===== config.mk =====
export PLATFORM = sky130hd
export DESIGN_NAME = reg_alu_sequencer
export DESIGN_NICKNAME = d
export VERILOG_FILES = /design/src/rtl/reg_alu_sequencer_pkg.sv /design/src/rtl/reg_alu_sequencer_reg_file.sv /design/src/rtl/reg_alu_sequencer.sv
export SDC_FILE = /design/constraint.sdc
export NUM_CORES = 1
export LEC_CHECK = 0
export ABC_AREA = 0
export CAP_MARGIN = 20
export CORE_MARGIN = 3
export CORE_UTILIZATION = 50
export DETAILED_ROUTE_END_ITERATION = 12
export GPL_ROUTABILITY_DRIVEN = 1
export PLACE_DENSITY = 0.71
export RECOVER_POWER = 25
export SYNTH_ARGS = -nofsm -noshare
export SYNTH_HDL_FRONTEND = slang
export SYNTH_SLANG_ARGS = --single-unit
export TNS_END_PERCENT = 30

===== constraint.sdc =====
create_clock -name clk -period 10.5 [get_ports clk]
set_input_delay 3.15 -clock clk [delete_from_list [all_inputs] [get_ports clk]]
set_output_delay 3.15 -clock clk [all_outputs]
set_load 0.005 [all_outputs]

===== src/rtl/reg_alu_sequencer_pkg.sv =====
// reg_alu_sequencer_pkg: opcodes, FSM states and address-width helper shared by the execute unit
package reg_alu_sequencer_pkg;
  localparam int OP_LOADI = 0;
  localparam int OP_ADD   = 1;
  localparam int OP_SUB   = 2;
  localparam int OP_MUL   = 3;
  localparam int OP_DIV   = 4;
  localparam int OP_FADD  = 5;
  localparam int OP_FMUL  = 6;
  localparam int OP_CMP   = 7;
  typedef enum logic [1:0] {IDLE, READ, EXEC, WRITE} state_e;
  function automatic int addr_w(input int n);
    return n > 1 ? $clog2(n) : 1;
  endfunction
endpackage


===== src/rtl/reg_alu_sequencer_reg_file.sv =====
// reg_file_2r1w: two operand read ports plus a debug read, one synchronous write, async clear
module reg_file_2r1w
  import reg_alu_sequencer_pkg::*;
#(
  parameter int DATA_W   = 12,
  parameter int NUM_REGS = 8,
  localparam int AW      = addr_w(NUM_REGS)
) (
  input  logic              clk,
  input  logic              rst,
  input  logic              we_i,
  input  logic [AW-1:0]     wa_i,
  input  logic [DATA_W-1:0] wd_i,
  input  logic [AW-1:0]     ra_a_i,
  input  logic [AW-1:0]     ra_b_i,
  input  logic [AW-1:0]     ra_d_i,
  output logic [DATA_W-1:0] rd_a_o,
  output logic [DATA_W-1:0] rd_b_o,
  output logic [DATA_W-1:0] rd_d_o
);
  logic [DATA_W-1:0] regs_q [NUM_REGS];
  function automatic logic in_range(input logic [AW-1:0] a);
    return {1'b0, a} < (AW+1)'(NUM_REGS);
  endfunction
  // Addresses past NUM_REGS read as zero and silently drop writes
  assign rd_a_o = in_range(ra_a_i) ? regs_q[ra_a_i] : '0;
  assign rd_b_o = in_range(ra_b_i) ? regs_q[ra_b_i] : '0;
  assign rd_d_o = in_range(ra_d_i) ? regs_q[ra_d_i] : '0;
  always_ff @(posedge clk or posedge rst)
    if (rst) regs_q <= '{default: '0};
    else if (we_i && in_range(wa_i)) regs_q[wa_i] <= wd_i;
endmodule


===== src/rtl/reg_alu_sequencer.sv =====
// reg_alu_sequencer: register file plus FSM sequencing read -> external ALU -> write-back per instruction
module reg_alu_sequencer
  import reg_alu_sequencer_pkg::*;
#(
  parameter int DATA_W   = 12,
  parameter int NUM_REGS = 8,
  parameter int OP_W     = 3,
  parameter int ALU_LAT  = 0,
  localparam int AW      = addr_w(NUM_REGS)
) (
  input  logic              clk,
  input  logic              rst,
  input  logic              instr_valid,
  output logic              instr_ready,
  input  logic [OP_W-1:0]   instr_op,
  input  logic [AW-1:0]     instr_rd,
  input  logic [AW-1:0]     instr_rs1,
  input  logic [AW-1:0]     instr_rs2,
  input  logic [DATA_W-1:0] instr_imm,
  output logic [OP_W-1:0]   alu_op,
  output logic [DATA_W-1:0] alu_a,
  output logic [DATA_W-1:0] alu_b,
  input  logic [DATA_W-1:0] alu_result,
  output logic              done,
  output logic              busy,
  input  logic [AW-1:0]     dbg_addr,
  output logic [DATA_W-1:0] dbg_data
);
  state_e            state_q;
  logic [OP_W-1:0]   op_q, alu_op_q;
  logic [AW-1:0]     rd_q, rs1_q, rs2_q;
  logic [DATA_W-1:0] imm_q, res_q, alu_a_q, alu_b_q, rd_a, rd_b, wd_d;
  logic [3:0]        cnt_q;
  logic              done_q, busy_q, ready_q, is_loadi;
  assign is_loadi    = op_q == OP_W'(OP_LOADI);
  assign wd_d        = is_loadi ? imm_q : res_q;
  assign instr_ready = ready_q;
  assign alu_op      = alu_op_q;
  assign alu_a       = alu_a_q;
  assign alu_b       = alu_b_q;
  assign done        = done_q;
  assign busy        = busy_q;
  reg_file_2r1w #(.DATA_W(DATA_W), .NUM_REGS(NUM_REGS)) u_rf (
    .clk    (clk),
    .rst    (rst),
    .we_i   (state_q == WRITE),
    .wa_i   (rd_q),
    .wd_i   (wd_d),
    .ra_a_i (rs1_q),
    .ra_b_i (rs2_q),
    .ra_d_i (dbg_addr),
    .rd_a_o (rd_a),
    .rd_b_o (rd_b),
    .rd_d_o (dbg_data)
  );
  // done/busy/ready are registered from the next state so they line up with it
  always_ff @(posedge clk or posedge rst)
    if (rst) begin
      state_q  <= IDLE;
      op_q     <= '0;
      rd_q     <= '0;
      rs1_q    <= '0;
      rs2_q    <= '0;
      imm_q    <= '0;
      res_q    <= '0;
      cnt_q    <= '0;
      alu_op_q <= '0;
      alu_a_q  <= '0;
      alu_b_q  <= '0;
      done_q   <= 1'b0;
      busy_q   <= 1'b0;
      ready_q  <= 1'b1;
    end else begin
      done_q <= 1'b0;
      case (state_q)
        IDLE: if (instr_valid && ready_q) begin
          op_q    <= instr_op;
          rd_q    <= instr_rd;
          rs1_q   <= instr_rs1;
          rs2_q   <= instr_rs2;
          imm_q   <= instr_imm;
          state_q <= instr_op == OP_W'(OP_LOADI) ? WRITE : READ;
          done_q  <= instr_op == OP_W'(OP_LOADI);
          busy_q  <= 1'b1;
          ready_q <= 1'b0;
        end
        READ: begin
          alu_a_q  <= rd_a;
          alu_b_q  <= rd_b;
          alu_op_q <= op_q;
          cnt_q    <= '0;
          state_q  <= EXEC;
        end
        EXEC: if (cnt_q == 4'(ALU_LAT)) begin
          res_q   <= alu_result;
          state_q <= WRITE;
          done_q  <= 1'b1;
        end else cnt_q <= cnt_q + 4'd1;
        WRITE: begin
          state_q <= IDLE;
          busy_q  <= 1'b0;
          ready_q <= 1'b1;
        end
      endcase
    end
endmodule


==> metrics.md, run 1 <==
| Metric | Value |
|---|---|
| Hold buffer count at cts | `0` |
| Min Tclk post-route | `8.88 ns` |
| Fmax | `113 MHz` |
| Row Count | `between 40 and 50` |
| Worst path bufs/invs | `2` |
| Rel. slew slack | `-0.441` |
| Crit path DAT | `5.73 ns` |
| Most common flop cell mapped by yosys | `dfrtp_1` |
| Post-synth EDFFs | `0` |
| Antenna cells | `0` |
| DR WL/cell | `22.2 um` |
| Pre-Repair DR Iteration Count | `7` |
| Area Growth Syn to Fin | `17.2%` |
| VDD IR max | `around 0.11 mV` |
| Commonest cells post-synth | `167 x dfrtp_1, 87 x mux2i_1, 52 x nand2_1` |
| Fin. max-slew vios | `13` |
| Worst setup SP type | `input pin` |
| P per Cell Area | `126 nW/um2` |
| Post-synthesis cell type count | `39` |
| Nets | `approximately 890` |
| Top cell type by total area after synthesis | `dfrtp_1` |
| Clock Tree Root | `clkbuf_16` |
| Req. time, crit path | `around 7.4 ns` |
| IO Pins | `84` |
| Total GRT Usage | `0.250` |
| Clk slew on worst S/H paths | `approximately 0.060 ns` |
| Busiest grt layer | `met2` |
| Met2 GRT Util | `0.413` |
| Die height | `around 140 um` |
| Final period util | `0.846` |
| Met1 Usage GRT | `0.329` |
| Largest delay contributor family on the critical path | `buffers and inverters` |
| YS warnings | `0` |
| Crit path largest cell delay | `about 1.2 ns` |
| Pin count of the biggest net entering global routing | `slightly above 90` |
| Gr ovfl total | `0` |
| Fillers | `between 1,000 and 1,500` |
| Crit. End Element | `output port` |
| Most numerous cell in the Yosys netlist | `dfrtp_1` |
| Sequential area share after synthesis | `0.475` |
| H-tree depth | `4` |
| Clock Sinks | `around 170` |
| 1st-iter DRT viols | `roughly 560` |
| Setup Fix Bufs, Post-CTS | `0` |
| Hold path depth | `1` |
| Flops & latches, synth | `between 150 and 200` |
| Drt via density | `6.26` |
| Share of cells above drive strength 1 | `0.152` |
| CTS resizes | `0` |
| Reg2reg end | `u_rf.regs_q[33]$_DFFE_PP0P_` |
| Levels on crit path | `4` |
| Port bufs | `just over 80` |
| Max Fanout on Critical Path | `19` |
| Drt total wl | `24.0 mm` |
| Residual DRC | `0` |
| CTS Buf Count | `17` |
| Slowest CP cell | `clkdlybuf4s50_1` |
| Leak | `between 0.004 and 0.005 uW` |
| DIE WIDTH | `roughly 140 um` |
| Longest Clk Path Bufs | `2` |
| Hpwl dp | `15.6 mm` |
| Outcome | `finished, violations left` |
| Total power | `about 1300 uW` |
| Slew @ Worst Pin | `between 2 and 2.5 ns` |
| Mapped Avg Cell Area | `11.3 um2` |
| Dpl cell area | `9830 um2` |
| Vias post-DR | `6,768` |
| Synth Cell Area | `roughly 8900 um2` |
| Async set-reset flop share out of synthesis | `1.00` |
| Worst R2R Path Depth | `3` |
| Worst setup path startpoint | `dbg_addr[1]` |
| Synthesized Nets | `a little over 800` |
| Fin util | `0.601` |
| Setup_tns | `0 ns` |
| Top cells by area, synth | `dfrtp_1 47%, mux2i_1 9.8%, mux2_2 6.5%` |
| Clock skew | `between 0.01 and 0.015 ns` |
| Max Cap Violations | `1` |
| Top cell type's share of synthesized area | `0.472` |
| Initial antenna violation count | `0` |
| Most frequent cell on the critical path | `clkdlybuf4s50_1` |
| Crit path to | `dbg_data[0]` |
| Violations in the final reports | `max-capacitance violations, max-slew violations` |
| Final Hold Viols | `0` |
| GP Congestion | `between 0.9 and 1` |
| Clock Latency Late Sink | `~0.44 ns` |
| Total core area | `17,300 um2` |
| FF-to-FF setup slack | `about 7 ns` |
| First-pass GRT wire length | `37.9 mm` |
| Post-route ant nets | `0` |
| CTS tree | `yes` |
| Final instance area | `roughly 10,000 um2` |
| Crit path cell chain | `clkdlybuf4s50_1 -> mux4_2 -> mux2_2 -> clkdlybuf4s50_1` |
| Synth Instances | `782` |
| Vias in the first global route | `~6,700` |
| Global Route met3 Usage | `0.0417` |
| Die area | `about 19,000 um2` |
| Initial Utilization | `0.512` |
| Min Hold Slack | `a little over 0.5 ns` |
| WS Path Type | `in -> out` |
| Reg2reg start | `op_q[0]$_DFFE_PP0P_` |
| Final Setup Violations | `0` |
| RSZ-0062 raised after global routing | `false` |
| Path type of the worst min-delay path | `reg -> reg` |
[worst min-delay path by stage]
stage                                     start                    end  slack (ns)
after floorplan            imm_q[0]$_DFFE_PP0P_   imm_q[0]$_DFFE_PP0P_        0.48
after global placement     imm_q[5]$_DFFE_PP0P_   imm_q[5]$_DFFE_PP0P_        0.49
after detailed placement  imm_q[11]$_DFFE_PP0P_  imm_q[11]$_DFFE_PP0P_        0.49
after CTS                 imm_q[11]$_DFFE_PP0P_  imm_q[11]$_DFFE_PP0P_        0.51
after global routing      alu_op[0]$_DFFE_PP0P_  alu_op[0]$_DFFE_PP0P_        0.52
final                      imm_q[2]$_DFFE_PP0P_   imm_q[2]$_DFFE_PP0P_        0.50
[flip-flops by register name, indices dropped and copies added (netlist names)]
register / count
alu_op: 3
imm_q: 12
rs2_q: 3
rd_q: 3
cnt_q: 4
instr_ready: 1
u_rf.regs_q: 96
res_q: 12
op_q: 3
rs1_q: 3
done: 1
busy: 1
alu_a: 12
state_q: 2
alu_b: 12
[metal layers]
metal,share of wire,routed length [um],up-vias
li1,-,-,2997
met1,0.42,10000,3431
met2,0.49,11900,281
met3,0.059,1430,59
met4,0.030,733,0
met5,0,0,-
[power breakdown]
| group | switching (uW) | internal, uW | total (uW) |
|---|---|---|---|
| registers | 0 | 647 | 647 |
| logic | 21.3 | 18.6 | 39.9 |
| clock network | 260 | 362 | 623 |
| total | 282 | 1030 | 1310 |
[cell usage in the layout, fill, tap and decap left out, types with 26 or more instances in the layout]
cell / count
dfrtp_1: 165
a21oi_1: 51
nor2_1: 50
mux2_2: 51
clkdlybuf4s50_1: 83
o21ai_0: 50
nand3_1: 26
mux2i_1: 87
nor2b_1: 50
nand2_1: 52
[cell type report]
| cell class | count | area [um2] | area share |
|---|---|---|---|
| Sequential cell | 168 | 4210 | 0.405 |
| Multi-Input combinational cell | 545 | 4300 | 0.414 |
| Clock inverter | 11 | 124 | 0.0119 |
| Timing Repair Buffer | 103 | 977 | 0.0941 |
| Clock buffer | 21 | 460 | 0.0443 |
| Inverter | 9 | 38.8 | 0.00373 |
| Tap cell | 225 | 282 | 0.0271 |
[metrics by stage]
step,instances,worst slack (ns)
global route,1082,1.58
detailed placement,1050,1.61
CTS,1082,1.63
finish,1082,1.62
global placement,1050,1.71
floorplan,782,2.80
[logic make-up after synthesis]
family / share of synthesized area
AND/OR/NAND/NOR: 0.112
AO/OA/AOI/OAI: 0.135
flip-flops: 0.475
multiplexers: 0.226
buffers and inverters: 0.0421
adder cells (fa/ha/maj): 0.00988
XOR/XNOR: 0.000988
Note: power is estimated with default switching activity, not from simulation.
==> run 2: changes to the inputs <==
clock period = 8.7 ns   (was 10.5 ns; I/O delays follow)
==> run 2 against run 1 <==
The flow still finishes with violations (max-capacitance violations, max-slew violations). Clock-buffer cell count down 2. Sequential share of layout area barely moved. Clock skew decreased by 0.0025 ns. Largest cell class unchanged.
==> metrics.md, run 2 (synthesis results as in run 1) <==
| Metric | Value |
|---|---|
| VDD IR max | `0.134 mV (was 0.111 mV)` |
| Leak | `0.00476 uW (was 0.00474 uW)` |
| Crit path DAT | `4.81 ns (was 5.73 ns)` |
| Initial antenna violation count | `0 (unchanged)` |
| Clock Tree Root | `clkbuf_16 (unchanged)` |
| Antenna cells | `0 (unchanged)` |
| Path type of the worst min-delay path | `reg -> reg (unchanged)` |
| CTS Buf Count | `17 (unchanged)` |
| Crit path cell chain | `clkdlybuf4s50_1 -> mux4_2 -> mux2_2 -> clkdlybuf4s50_1 (unchanged)` |
| First-pass GRT wire length | `38.4 mm (was 37.9 mm)` |
| Drt total wl | `24.2 mm (was 24.0 mm)` |
| WS Path Type | `in -> out (unchanged)` |
| Share of cells above drive strength 1 | `0.154 (was 0.152)` |
| Fmax | `about 130 MHz` |
| FF-to-FF setup slack | `5.39 ns (was 7.16 ns)` |
| Fillers | `1,415 (was 1,402)` |
| DR WL/cell | `22.3 um (was 22.2 um)` |
| IO Pins | `84 (unchanged)` |
| CTS resizes | `0 (unchanged)` |
| RSZ-0062 raised after global routing | `false (unchanged)` |
| Final Hold Viols | `0 (unchanged)` |
| Gr ovfl total | `0 (unchanged)` |
| Crit. End Element | `output port (unchanged)` |
| Hold path depth | `1 (unchanged)` |
| GP Congestion | `0.922 (was 0.914)` |
| Commonest non-fill, non-tap cell in the layout | `dfrtp_1 (unchanged)` |
| Worst setup SP type | `input pin (unchanged)` |
| Largest Register | `u_rf.regs_q (unchanged)` |
| Req. time, crit path | `6.09 ns (was 7.35 ns)` |
| Final Setup Violations | `0 (unchanged)` |
| Commonest non-fill, non-tap cells in the layout | `165 x dfrtp_1, 87 x mux2i_1, 83 x clkdlybuf4s50_1 (unchanged)` |
| Rel. slew slack | `-0.381 (was -0.441)` |
| Worst setup margin | `1.28 ns (was 1.62 ns)` |
| Worst slack, placed | `1.26 ns (was 1.61 ns)` |
| Vias post-DR | `6,790 (was 6,768)` |
| Post-route ant nets | `0 (unchanged)` |
| Area Growth Syn to Fin | `17.3% (was 17.2%)` |
| Vias in the first global route | `6,728 (was 6,729)` |
| Fin. max-slew vios | `13 (unchanged)` |
| Hpwl dp | `16.0 mm (was 15.6 mm)` |
| Hold buffer count at cts | `0 (unchanged)` |
| Outcome | `finished, violations left (unchanged)` |
| Violations in the final reports | `max-capacitance violations, max-slew violations (unchanged)` |
| Min Tclk post-route | `around 7.4 ns` |
| Reg2reg start | `op_q[1]$_DFFE_PP0P_ (was op_q[0]$_DFFE_PP0P_)` |
| Clk slew on worst S/H paths | `0.06 ns (about the same)` |
| Initial Utilization | `0.512 (unchanged)` |
| Crit path largest cell delay | `0.86 ns (was 1.22 ns)` |
| H-tree depth | `4 (unchanged)` |
| Multi-input gate area | `4300 um2 (unchanged)` |
| DIE WIDTH | `139 um (unchanged)` |
| Port bufs | `83 (unchanged)` |
| Row Count | `48 (unchanged)` |
| Final period util | `0.853` |
| Nets | `893 (unchanged)` |
| Most frequent cell on the critical path | `clkdlybuf4s50_1 (unchanged)` |
| Slowest CP cell | `clkdlybuf4s50_1 (unchanged)` |
| Residual DRC | `0 (unchanged)` |
| Pre-Repair DR Iteration Count | `5 (was 7)` |
| Crit path to | `dbg_data[1] (was dbg_data[0])` |
| Max Fanout on Critical Path | `10 (was 19)` |
| Total GRT Usage | `0.253 (was 0.250)` |
| Reg2reg end | `u_rf.regs_q[53]$_DFFE_PP0P_ (was u_rf.regs_q[33]$_DFFE_PP0P_)` |
| Drt via density | `6.28 (was 6.26)` |
| Clock Latency Late Sink | `0.43 ns (was 0.44 ns)` |
| Clock Sinks | `168 (unchanged)` |
| Worst setup path startpoint | `dbg_addr[1] (unchanged)` |
| Slew @ Worst Pin | `2.06 ns (was 2.15 ns)` |
| Max Cap Violations | `1 (unchanged)` |
| Total core area | `17,300 um2 (unchanged)` |
| Clock skew | `0.00859 ns (was 0.0111 ns)` |
| Setup_tns | `0 ns (unchanged)` |
| Die height | `139 um (unchanged)` |
| Seq. cell area | `4210 um2 (unchanged)` |
| 1st-iter DRT viols | `572 (was 555)` |
| Worst R2R Path Depth | `3 (unchanged)` |
| Pin count of the biggest net entering global routing | `92 (was 93)` |
| Longest Clk Path Bufs | `2 (unchanged)` |
| Largest register FFs | `96 (unchanged)` |
| Setup Fix Bufs, Post-CTS | `0 (unchanged)` |
| P per Cell Area | `151 nW/um2 (was 126 nW/um2)` |
| Fin util | `0.601 (about the same)` |
| Die area | `19,400 um2 (unchanged)` |
| CTS tree | `yes (unchanged)` |
## run 2: cell count changes in the layout (fill, tap and decap cells not counted)
cell,delta
clkinvlp_4,-3
clkinv_2,-2
clkbuf_1,-2
buf_8,+1
clkbuf_8,-1
inv_6,+2
clkinv_4,+3
inv_8,+3
bufinv_16,-1
## run 2: report_power, final
part           internal [uW]  switching, uW  leakage (uW)
Sequential               781              0       0.00234
Clock                    411            326      0.000288
Combinational           22.5           24.7       0.00213
## run 2: layout make-up
| cell class | count | area share |
|---|---|---|
| clock inverters | 13 | 0.0134 |
| clock buffers | 19 | 0.0426 |
| inverters | 9 | 0.00373 |
| repair buffers | 103 | 0.0951 |
| flip-flops and latches | 168 | 0.405 |
| multi-input cells | 545 | 0.414 |
| well taps | 225 | 0.0271 |
## run 2: critical path, delay by kind of cell
| kind | cells | cell delay, ns |
|---|---|---|
| buf+inv | 2 | 1.32 |
| mux | 2 | 0.87 |
## run 2: metrics by stage
step	cell area, um2	power (uW)	hold WS, ns	instances
2_1_floorplan	8860	820	0.479	782
3_3_place_gp	9820	843	0.488	1049
3_5_place_dp	9820	845	0.494	1049
4_1_cts	10400	1580	0.509	1081
5_1_grt	10400	1620	0.517	1082
6_report	10400	1570	0.506	1082
## run 2: metal layers
| layer | global-route usage | wire length (um) | share of wire | vias up |
|---|---|---|---|---|
| met2 | 0.411 | 11600 | 0.48 | 291 |
| met4 | 0.0865 | 569 | 0.024 | 0 |
| met3 | 0.0438 | 1710 | 0.071 | 48 |
| met5 | 0 | 0 | 0 | - |
| li1 | - | - | - | 2995 |
| met1 | 0.348 | 10300 | 0.43 | 3456 |
## run 2: worst min-delay path by stage
stage	startpoint	slack (ns)	endpoint
finish	imm_q[5]$_DFFE_PP0P_	0.51	imm_q[5]$_DFFE_PP0P_
global route	imm_q[5]$_DFFE_PP0P_	0.52	imm_q[5]$_DFFE_PP0P_
CTS	res_q[2]$_DFFE_PP0P_	0.51	res_q[2]$_DFFE_PP0P_
detailed placement	imm_q[11]$_DFFE_PP0P_	0.49	imm_q[11]$_DFFE_PP0P_
global placement	imm_q[9]$_DFFE_PP0P_	0.49	imm_q[9]$_DFFE_PP0P_
floorplan	imm_q[0]$_DFFE_PP0P_	0.48	imm_q[0]$_DFFE_PP0P_
